File: config.mk
export PLATFORM = sky130hd
export DESIGN_NAME = wb_mux_n
export DESIGN_NICKNAME = d
export VERILOG_FILES = /design/src/rtl/wb_mux_n.sv
export SDC_FILE = /design/constraint.sdc
export NUM_CORES = 1
export LEC_CHECK = 0
export CAP_MARGIN = 20
export CORE_AREA = 5 5 119 121
export CTS_BUF_LIST = sky130_fd_sc_hd__clkbuf_16
export DETAILED_ROUTE_END_ITERATION = 12
export DIE_AREA = 0 0 124 126
export GPL_ROUTABILITY_DRIVEN = 0
export PLACE_DENSITY = 0.66
export SETUP_SLACK_MARGIN = 0.4
export SYNTH_ARGS = -nofsm -noshare
export SYNTH_HDL_FRONTEND = slang
export SYNTH_SLANG_ARGS = --single-unit
File: constraint.sdc
create_clock -name i_clk -period 2.5 [get_ports i_clk]
set_input_delay 0.5 -clock i_clk [delete_from_list [all_inputs] [get_ports i_clk]]
set_output_delay 0.5 -clock i_clk [all_outputs]
set_load 0.01 [all_outputs]
File: src/rtl/wb_mux_n.sv
// wb_mux_n: N-way Wishbone classic interconnect from the CPU data bus to
// NUM_SLAVES peripherals. The slave index comes from the top ADR_SEL_W address
// bits. Slaves return their own ack, and read data is registered. The block
// completes the cycle itself, with err set, on a decode miss.
// Optional build macro WB_MUX_TIMEOUT_EN: when it is defined, a transfer that
// waits TIMEOUT_CYCLES cycles for a slave ack is forced to complete with err.
module wb_mux_n #(
   parameter int unsigned NUM_SLAVES     = 4,
   parameter int unsigned ADR_SEL_W      = 2,
   parameter int unsigned TIMEOUT_CYCLES = 255
) (
   input  logic                      i_clk,
   input  logic                      i_rst_n,
   input  logic [31:0]               i_wb_cpu_adr,
   input  logic [31:0]               i_wb_cpu_dat,
   input  logic [3:0]                i_wb_cpu_sel,
   input  logic                      i_wb_cpu_we,
   input  logic                      i_wb_cpu_cyc,
   output logic [31:0]               o_wb_cpu_rdt,
   output logic                      o_wb_cpu_ack,
   output logic                      o_wb_cpu_err,
   output logic [31:0]               o_wb_s_adr,
   output logic [31:0]               o_wb_s_dat,
   output logic [3:0]                o_wb_s_sel,
   output logic                      o_wb_s_we,
   output logic [NUM_SLAVES-1:0]     o_wb_s_cyc,
   input  logic [32*NUM_SLAVES-1:0]  i_wb_s_rdt,
   input  logic [NUM_SLAVES-1:0]     i_wb_s_ack
);

   typedef enum logic [1:0] {
      S_IDLE   = 2'd0,
      S_ACTIVE = 2'd1,
      S_RESP   = 2'd2
   } state_t;

   state_t                 state_q, state_d;
   logic [ADR_SEL_W-1:0]   idx_q, idx_d;
   logic                   ack_q, ack_d;
   logic                   err_q, err_d;
   logic [31:0]            rdt_q, rdt_d;

   logic [ADR_SEL_W-1:0]   adr_idx;
   logic                   adr_hit;
   logic                   sel_ack;
   logic [31:0]            sel_rdt;
   logic                   timeout;

   // Reject parameter values that the decode and timeout logic cannot support
   if (NUM_SLAVES < 1 || TIMEOUT_CYCLES < 2 || TIMEOUT_CYCLES > 65535) begin : g_bad_param
      $error("wb_mux_n: parameter out of range");
   end

   // Broadcast the request fields unchanged to every slave
   assign o_wb_s_adr = i_wb_cpu_adr;
   assign o_wb_s_dat = i_wb_cpu_dat;
   assign o_wb_s_sel = i_wb_cpu_sel;
   assign o_wb_s_we  = i_wb_cpu_we;

   // Decode the slave index and check that it names an attached slave
   assign adr_idx = i_wb_cpu_adr[31 -: ADR_SEL_W];
   assign adr_hit = 32'(adr_idx) < NUM_SLAVES;

   // Pick the ack and read data of the latched slave; other slaves' acks are ignored
   always_comb begin
      sel_ack = 1'b0;
      sel_rdt = '0;
      for (int i = 0; i < int'(NUM_SLAVES); i++) begin
         if (idx_q == ADR_SEL_W'(i)) begin
            sel_ack = i_wb_s_ack[i];
            sel_rdt = i_wb_s_rdt[32*i +: 32];
         end
      end
   end

   // One-hot slave cyc; it drops at once when the CPU drops cyc
   always_comb begin
      o_wb_s_cyc = '0;
      for (int i = 0; i < int'(NUM_SLAVES); i++) begin
         o_wb_s_cyc[i] = (state_q == S_ACTIVE) && i_wb_cpu_cyc && (idx_q == ADR_SEL_W'(i));
      end
   end

`ifdef WB_MUX_TIMEOUT_EN
   localparam int unsigned CNT_W = $clog2(TIMEOUT_CYCLES);

   logic [CNT_W-1:0] cnt_q, cnt_d;

   assign timeout = (cnt_q == CNT_W'(TIMEOUT_CYCLES - 1));

   // Count the cycles spent in ACTIVE; the count returns to zero in any other state
   always_comb begin
      cnt_d = '0;
      if (state_q == S_ACTIVE) cnt_d = cnt_q + CNT_W'(1);
   end

   // Timeout counter register
   always_ff @(posedge i_clk or negedge i_rst_n) begin
      if (!i_rst_n) cnt_q <= '0;
      else          cnt_q <= cnt_d;
   end
`else
   assign timeout = 1'b0;
`endif

   // Next-state and response logic; ack and err are high only in RESP
   always_comb begin
      state_d = state_q;
      idx_d   = idx_q;
      ack_d   = 1'b0;
      err_d   = 1'b0;
      rdt_d   = rdt_q;
      case (state_q)
         S_IDLE: begin
            if (i_wb_cpu_cyc) begin
               idx_d = adr_idx;
               if (adr_hit) begin
                  state_d = S_ACTIVE;
               end else begin
                  state_d = S_RESP;
                  ack_d   = 1'b1;
                  err_d   = 1'b1;
                  rdt_d   = '0;
               end
            end
         end
         S_ACTIVE: begin
            if (!i_wb_cpu_cyc) begin
               state_d = S_IDLE;
            end else if (sel_ack) begin
               state_d = S_RESP;
               ack_d   = 1'b1;
               rdt_d   = sel_rdt;
            end else if (timeout) begin
               state_d = S_RESP;
               ack_d   = 1'b1;
               err_d   = 1'b1;
               rdt_d   = '0;
            end
         end
         S_RESP:  state_d = S_IDLE;
         default: state_d = S_IDLE;
      endcase
   end

   // State and response registers
   always_ff @(posedge i_clk or negedge i_rst_n) begin
      if (!i_rst_n) begin
         state_q <= S_IDLE;
         idx_q   <= '0;
         ack_q   <= 1'b0;
         err_q   <= 1'b0;
         rdt_q   <= '0;
      end else begin
         state_q <= state_d;
         idx_q   <= idx_d;
         ack_q   <= ack_d;
         err_q   <= err_d;
         rdt_q   <= rdt_d;
      end
   end

   assign o_wb_cpu_ack = ack_q;
   assign o_wb_cpu_err = err_q;
   assign o_wb_cpu_rdt = rdt_q;

endmodule
* Word level (Yosys, flattened, before mapping)
Cells that the tools add are included.
Operators by class: mux-type cells 15, reductions and logical operators 10, equality and inequality tests 6
Operators by type and width (number):
- $mux 32 | 4
- $mux 1 | 7
- $mux 2 | 3
- $logic_and 1x1->1 | 5
- $eq 2x1->1 const B | 2
- $eq 2x2->1 const B | 2
- $logic_not 2->1 | 2
- $pmux 2 s2 | 1
- $reduce_and 2->1 | 2
- $ne 3x3->1 const B | 1
- $reduce_and 3->1 | 1
- $ne 2x2->1 const B | 1
Word-level totals: input port bits 204, word-level logic and storage cells 35, output and inout bits 107, bits in registers 37

* Depth between registers and ports, before layout
Gate-level depths: netlist of the first run.
word-level depth 8, mapped depth 5, depth with buffers taken out 3

* Worst setup path before layout of the first run
OpenSTA, ideal clock, no wires.
path type register -> register, start register idx_q[0], end register rdt_q[10], in the netlist o_wb_cpu_rdt[10], library setup time 0.125 ns, data arrival time 1.625 ns, clock period less this slack 1.750 ns, path buffers 2, path slack 0.750 ns, stages on the path, launching flop included 6, required time 2.375 ns, path through dfrtp_1 -> buf_6 -> mux4_2 -> nand3_4 -> buf_12 -> mux2_4
On the way: word-level cells in the longest chain between the ends 6, elaborated cells between the ends (all ways) 13, classes of those cells eq/ne (3); mux (8); reduce/logical (2)
Ends and longest elaborated chain:
- start: declaration | RTL line 38 | logic [ADR_SEL_W-1:0] idx_q, idx_d;
- start signal: assignment | RTL line 156 | idx_q <= idx_d;
- $logic_not 2->1 | RTL line 69 | if (idx_q == ADR_SEL_W'(i)) begin
- $mux 1 (4 in series) | RTL line 69
- $reduce_and 3->1 (no source line)
- end signal: assignment | RTL line 159 | rdt_q <= rdt_d;
- end: declaration | RTL line 41 | logic [31:0] rdt_q, rdt_d;
Parallel ways exist; a longest one is shown, timed or not. A chain may end at the register's enable or synchronous reset.

* Worst setup path in the final report of the first run
start input i_wb_cpu_adr[30], end output o_wb_s_adr[30]
RTL lines:
- start: declaration | RTL line 14 | input logic [31:0] i_wb_cpu_adr,
- end: declaration | RTL line 22 | output logic [31:0] o_wb_s_adr,
No word-level cell between the ends.

==> results of run 1 <==
==> power by group through the flow <==
stage	logic, mW	clock network, mW	registers (mW)
6_report	2.02	0.601	1.07
5_1_grt	2.15	0.660	1.11
4_1_cts	2.06	0.639	1.07
3_5_place_dp	2.05	0	1.08
3_3_place_gp	2.04	0	1.07
2_1_floorplan	1.10	0	1.16
==> worst paths after layout <==
path                                         end  cells after the start  slack, ps             start
worst max register to register   o_wb_cpu_rdt[8]                      4        550          idx_q[0]
worst min register to register  o_wb_cpu_rdt[24]                      1        510  o_wb_cpu_rdt[24]
worst max-delay path              o_wb_s_adr[30]                      2        480  i_wb_cpu_adr[30]
worst min-delay path            o_wb_cpu_rdt[15]                      1        320           i_rst_n
max in group asynchronous               idx_q[0]                      1       1580           i_rst_n
min in group i_clk              o_wb_cpu_rdt[24]                      1        510  o_wb_cpu_rdt[24]
==> registers in the layout (all words and copies together), names as in the netlist <==
signal / count
idx_q: 2
o_wb_cpu_ack: 1
o_wb_cpu_rdt: 32
state_q: 2
==> synth_stat cells <==
cell type,number
nand2_1,1
nand3_4,1
buf_2,4
buf_4,70
buf_12,3
buf_6,1
mux4_2,31
buf_1,1
inv_1,3
mux4_1,2
a21oi_1,1
mux2_2,6
clkbuf_1,2
nand3_1,1
nor2_1,3
dfrtp_1,37
mux2_4,28
conb_1,1
nor3_1,2
nand2b_1,1
nor2b_1,1
==> per-stage QoR <==
step	cell area (µm²)	cells	utilization	setup TNS, ps
global placement	4290	478	0.330	-134
detailed placement	4290	478	0.330	-127
finish	4420	487	0.340	0
CTS	4420	487	0.340	0
global route	4420	487	0.340	0
floorplan	2870	200	-	0
==> layout by cell type, fill, tap and decap left out, drive strengths merged <==
master	count
conb	1
nor2	3
clkinv	2
clkdlybuf4s15	1
clkdlybuf4s50	169
dfrtp	37
nand2	1
mux2	34
a21oi	1
dlygate4sd2	1
inv	4
nand2b	1
clkbuf	5
nor2b	1
buf	13
nor3	2
mux4	33
nand3	2
==> layout make-up <==
class                      instances  share of cell area
inverter                           3             0.00255
multi-input combinational         79               0.296
clock buffer                       5              0.0283
tap                              176              0.0498
clock inverter                     3             0.00312
sequential                        37               0.210
timing repair buffer             184               0.410
==> cell families (layout without fill, tap and decap cells) <==
logic type | Yosys count | count (layout) | synth area share
buffers and inverters | 84 | 195 | 0.223
other | 1 | 1 | 0.00131
AO/OA/AOI/OAI | 1 | 1 | 0.00174
AND/OR/NAND/NOR | 10 | 10 | 0.0209
multiplexers | 67 | 67 | 0.431
flip-flops | 37 | 37 | 0.322
==> repair_timing <==
action | in CTS | in global routing
setup buffers | 1 | 0
endpoints found under the setup margin | 4 | 0
hold endpoints to repair | 0 | 0
gates resized for setup | 16 | 0
==> layer usage <==
metal	vias to the layer above	wire [µm]	GRT usage
li1	880	-	-
met1	988	3080	0.116
met2	155	5550	0.238
met3	23	1570	0.0605
met4	0	187	0.0374
met5	-	0	0
==> parameters.txt, run 1 <==
Parameter                              Value

Synthesis
  Number of standard cells after synthesis    200
  Top-area cell type share of the netlist area    0.322
  Post-synth cell types    21
  Post-synthesis instance area    0.00287 mm²
  Synthesized area per cell    14.4 µm²
  Cell type with the largest total area after synthesis    dfrtp_1
  Synth Warn #    0
  Largest cells by area after synthesis    dfrtp_1 32%, mux4_2 24%, buf_4 18%, mux2_4 15%, mux2_2 2.4%
  Synth Register Bits    37
  Post-Synthesis Net Count    404
  Share of the yosys chip area belonging to registers    0.322

Power and ir drop
  P_int    2.59 mW
  Share of total power in combinational logic    0.548
  Net Sw Power    1.10 mW
  Relative contribution of sequential cells to total power    0.289
  Clk network pwr share    0.163
  Leakage    1.81 nW
  Overall power consumption    3.69 mW
  Fraction of power spent switching nets    0.298
  Total power density per cell area    836 mW/mm²
  Worst voltage drop across the vdd grid    0.253 mV

Outcome
  Outcome    completed

Global route
  Via count of the first global-routing pass    2336
  Overflow left after global routing    0
  Number of antenna violations at the first check in global routing    0
  Global-route wire length before repair    14.6 mm
  Largest net degree at the start of global routing    38
  Overall Global Routing Usage    0.126

Worst setup path
  Required time worst endpoint    2000 ps
  Worst Setup Path Type    input pin to output pin
  Kind of end point of the critical path    output pin
  CP max stage delay    540 ps
  Crit-path leading delay family    buffers and inverters
  Number of buffers and inverters on the critical path    2
  Critical Path Slowest Stage Cell    clkdlybuf4s50_1
  Most frequent CP cell    clkdlybuf4s50_1
  Max Fanout on Critical Path    2
  Cells along the critical path    clkdlybuf4s50_1 > clkdlybuf4s50_1
  CP Data Arrival Time    1520 ps
  Crit path launch type    input pin

Timing
  Worst-margin pin slew    844 ps
  Worst-case headroom to the max-slew limit    0.437
  Final cycle utilization of the critical path    0.808
  Final count of hold timing violations    0
  Setup repair after global routing missed its margin    no
  Number of max-slew violations in the final report    0
  Endpoints failing setup    0
  Final hold slack    321 ps
  Final critical-path required period    2020 ps
  Fin worst setup slack    480 ps
  Maximum clock rate    0.495 GHz
  Worst-case clock skew    5.72 ps

Routing
  Routed wire length per instance    21.3 µm
  Vias post-DR    2046
  Violation count after the first detailed-routing iteration    69
  Number of nets still failing antenna checks after routing    0
  Average vias per placed instance    4.20
  Residual DRC count    0
  Total detailed-routing wirelength    10.4 mm
  Number of iterations in the first detailed-routing pass    4

Die
  Total die area    0.0156 mm²
  I/O pin total    311
  Core area    0.0130 mm²
  Die W    124 µm
  Number of standard-cell rows in the floorplan    42
  Initial standard-cell utilization of the core    0.221
  Height of the chip    126 µm

Clock tree
  Later-pin clock latency in the skew report    280 ps
  Number of buffers inserted by hold repair at cts    0
  Maximum level of the CTS H-tree    2
  Sinks on Clock Net    37
  Clk pin slew, worst setup/hold paths    60 ps
  Number of buffers created by CTS    5
  Clock tree from TritonCTS    built
  Clk buf depth    2
  Clock tree root buffer cell    clkbuf_16

Worst hold path
  Class of the most critical hold timing path    input pin to asynchronous set/reset pin

Place
  Minimum setup slack after placement    -52.3 ps
  # port buffers    175
  Post-detailed-placement half-perimeter wirelength    8.70 mm

Cells and area
  Layout cell share with drive strength beyond 1    0.286
  ANT cells    0
  Multi-input gate area    0.00131 mm²
  Net count of the finished layout    514
  Area Overhead vs Synth    53.8%
  Register cell area after layout    928 µm²
  Layout filler cell count    1295

Flow run
  Max-cap violation count    0
No activity file was read; power rests on OpenSTA's default activity.
==> inputs of run 2 (changes only) <==
clock period = 1.95 ns   (was 2.5 ns; I/O delays follow)
==> run 2 against run 1 <==
Against the previous run: combinational power rose by 30%; total power rose by 29%; non-clock buffer count rose by 9; sequential share of layout area fell by 0.84 points; die area did not move; global-route usage rose by 0.10 points; setup slack got worse by 280 ps; utilization rose by 1.4 points; count of clock-buffer cells in the layout did not move; routed wire length rose by 1.3%; sequential cell count did not move; first-iteration DRC count fell by 35%; critical path type is now register to register; critical endpoint is now o_wb_cpu_rdt[20]; largest cell class unchanged.
==> parameters.txt, run 2 (synthesis gave the netlist of run 1 again) <==
Parameter                              Value

Outcome
  Outcome    completed (unchanged)

Worst setup path
  CP Data Arrival Time    1900 ps (was 1520 ps)
  Cells along the critical path    mux4_2 > nand3_4 > buf_12 > buf_12 > mux2_4 (was clkdlybuf4s50_1 > clkdlybuf4s50_1)
  Max Fanout on Critical Path    8 (was 2)
  CP max stage delay    560 ps (was 540 ps)
  Required time worst endpoint    2110 ps (was 2000 ps)
  Worst Setup Path Type    register to register (was input pin to output pin)
  Kind of end point of the critical path    register (was output pin)
  Crit path launch type    register (was input pin)
  Start point of the critical path    idx_q[0] (was i_wb_cpu_adr[30])
  Critical Path Slowest Stage Cell    mux4_2 (was clkdlybuf4s50_1)
  Startpoint of the lowest-slack register-to-register path    idx_q[0] (unchanged)
  Most frequent CP cell    buf_12 (was clkdlybuf4s50_1)

Global route
  Met1 Track Usage GR    0.119 (was 0.116)
  Via count of the first global-routing pass    2340 (was 2336)
  Largest net degree at the start of global routing    38 (unchanged)
  Number of antenna violations at the first check in global routing    0 (unchanged)
  Global-route wire length before repair    14.6 mm (about the same)
  Overflow left after global routing    0 (unchanged)
  Grt peak-use layer    met2 (unchanged)
  Overall Global Routing Usage    0.127 (was 0.126)
  Met2 track utilization from global routing    0.245 (was 0.238)
  GR Util met3    0.0489 (was 0.0605)

Timing
  Final critical-path required period    1750 ps
  Maximum clock rate    0.572 GHz
  Final count of hold timing violations    0 (unchanged)
  Worst-margin pin slew    848 ps (was 844 ps)
  Number of max-slew violations in the final report    0 (unchanged)
  Fin worst setup slack    202 ps (was 480 ps)
  Worst-case headroom to the max-slew limit    0.435 (was 0.437)
  Final cycle utilization of the critical path    0.896
  Worst-case clock skew    4.26 ps (was 5.72 ps)
  Setup repair after global routing missed its margin    yes (was no)
  Fin Setup TNS    0 ps (unchanged)
  Endpoints failing setup    0 (unchanged)

Place
  Minimum setup slack after placement    -426 ps (was -52.3 ps)
  # port buffers    175 (unchanged)
  Post-detailed-placement half-perimeter wirelength    8.55 mm (was 8.70 mm)
  DP Cell Count    478 (unchanged)

Power and ir drop
  Total power density per cell area    1030 mW/mm² (was 836 mW/mm²)
  Overall power consumption    4.75 mW (was 3.69 mW)
  Worst voltage drop across the vdd grid    0.399 mV (was 0.253 mV)
  Leakage    2.01 nW (was 1.81 nW)

Die
  Die W    124 µm (unchanged)
  I/O pin total    311 (unchanged)
  Core area    0.0130 mm² (unchanged)
  Initial standard-cell utilization of the core    0.221 (unchanged)
  Height of the chip    126 µm (unchanged)
  Total die area    0.0156 mm² (unchanged)
  Number of standard-cell rows in the floorplan    42 (unchanged)

Routing
  Routed wire length per instance    21.2 µm (was 21.3 µm)
  Number of nets still failing antenna checks after routing    0 (unchanged)
  Violation count after the first detailed-routing iteration    45 (was 69)
  Total detailed-routing wirelength    10.5 mm (was 10.4 mm)
  Average vias per placed instance    4.20 (about the same)
  Vias post-DR    2085 (was 2046)
  Residual DRC count    0 (unchanged)
  Number of iterations in the first detailed-routing pass    4 (unchanged)

Clock tree
  Clk pin slew, worst setup/hold paths    50 ps (was 60 ps)
  Sinks on Clock Net    37 (unchanged)
  Maximum level of the CTS H-tree    2 (unchanged)
  Number of buffers created by CTS    5 (unchanged)
  Clk buf depth    2 (unchanged)
  Clock tree from TritonCTS    built (unchanged)
  Number of buffers inserted by hold repair at cts    0 (unchanged)
  Clock tree root buffer cell    clkbuf_16 (unchanged)
  Later-pin clock latency in the skew report    280 ps (about the same)

Cells and area
  Layout cell share with drive strength beyond 1    0.316 (was 0.286)
  Area Overhead vs Synth    60.2% (was 53.8%)
  Flip-flop count of the largest register, all copies and words added    32 (unchanged)
  Final core occ    0.355 (was 0.340)
  Most common library cell in the layout ignoring fill and taps    clkdlybuf4s50_1 (unchanged)
  ANT cells    0 (unchanged)
  Most frequent cells in the layout    130 x clkdlybuf4s50_1, 37 x dlygate4sd2_1, 35 x dfrtp_1 (was 169 x clkdlybuf4s50_1, 35 x dfrtp_1, 31 x mux4_2)
  Net count of the finished layout    523 (was 514)
  Count of placed standard cells in the final layout, fillers left out    496 (was 487)

Worst hold path
  Class of the most critical hold timing path    input pin to asynchronous set/reset pin (unchanged)

Flow run
  Max-cap violation count    0 (unchanged)
-- run 2: critical path: cells and delay by family (launching register included) --
kind,cells,cell delay (ps)
buffers and inverters,2,260
muxes,2,860
DFF,1,390
and+or+nand+nor,1,110
-- run 2: what timing repair did --
| action | CTS | global route |
|---|---|---|
| resized for setup | 67 | 4 |
| setup buffers | 6 | 1 |
| cloned | 3 | 0 |
| pin swaps | 2 | 2 |
| setup endpoints to repair | 70 | 39 |
-- run 2: routing by layer --
metal,vias to the layer above,routed length [µm]
met5,-,0
met4,0,218
met2,148,5680
met3,35,1430
met1,999,3170
li1,903,-
-- run 2: area by class of cell --
cell class	count	area [µm²]
fillers	1278	8380
repair buffers	193	1970
multi-input cells	79	1340
flip-flops and latches	37	928
well taps	176	220
clock buffers	5	125
clock inverters	3	13.8
inverters	3	11.3
-- run 2: final timing paths --
check                      cells past startpoint                to  slack (ps)
max in group asynchronous                      1          idx_q[0]        1130
min in group i_clk                             1   o_wb_cpu_rdt[7]         500
min reg2reg                                    1   o_wb_cpu_rdt[7]         500
max                                            5  o_wb_cpu_rdt[20]         200
min                                            1  o_wb_cpu_rdt[19]         220
max reg2reg                                    5  o_wb_cpu_rdt[20]         200
-- run 2: per-stage QoR --
stage / hold slack [ps] / instance area, µm²
finish: 219 / 4600
floorplan: 94.4 / 2870
global route: 303 / 4600
CTS: 247 / 4580
detailed placement: 492 / 4320
global placement: 490 / 4320
-- run 2: where the power goes --
group	internal (mW)	switching, mW
clock network	0.464	0.301
logic	1.69	0.941
registers	1.13	0.223
total	3.28	1.47
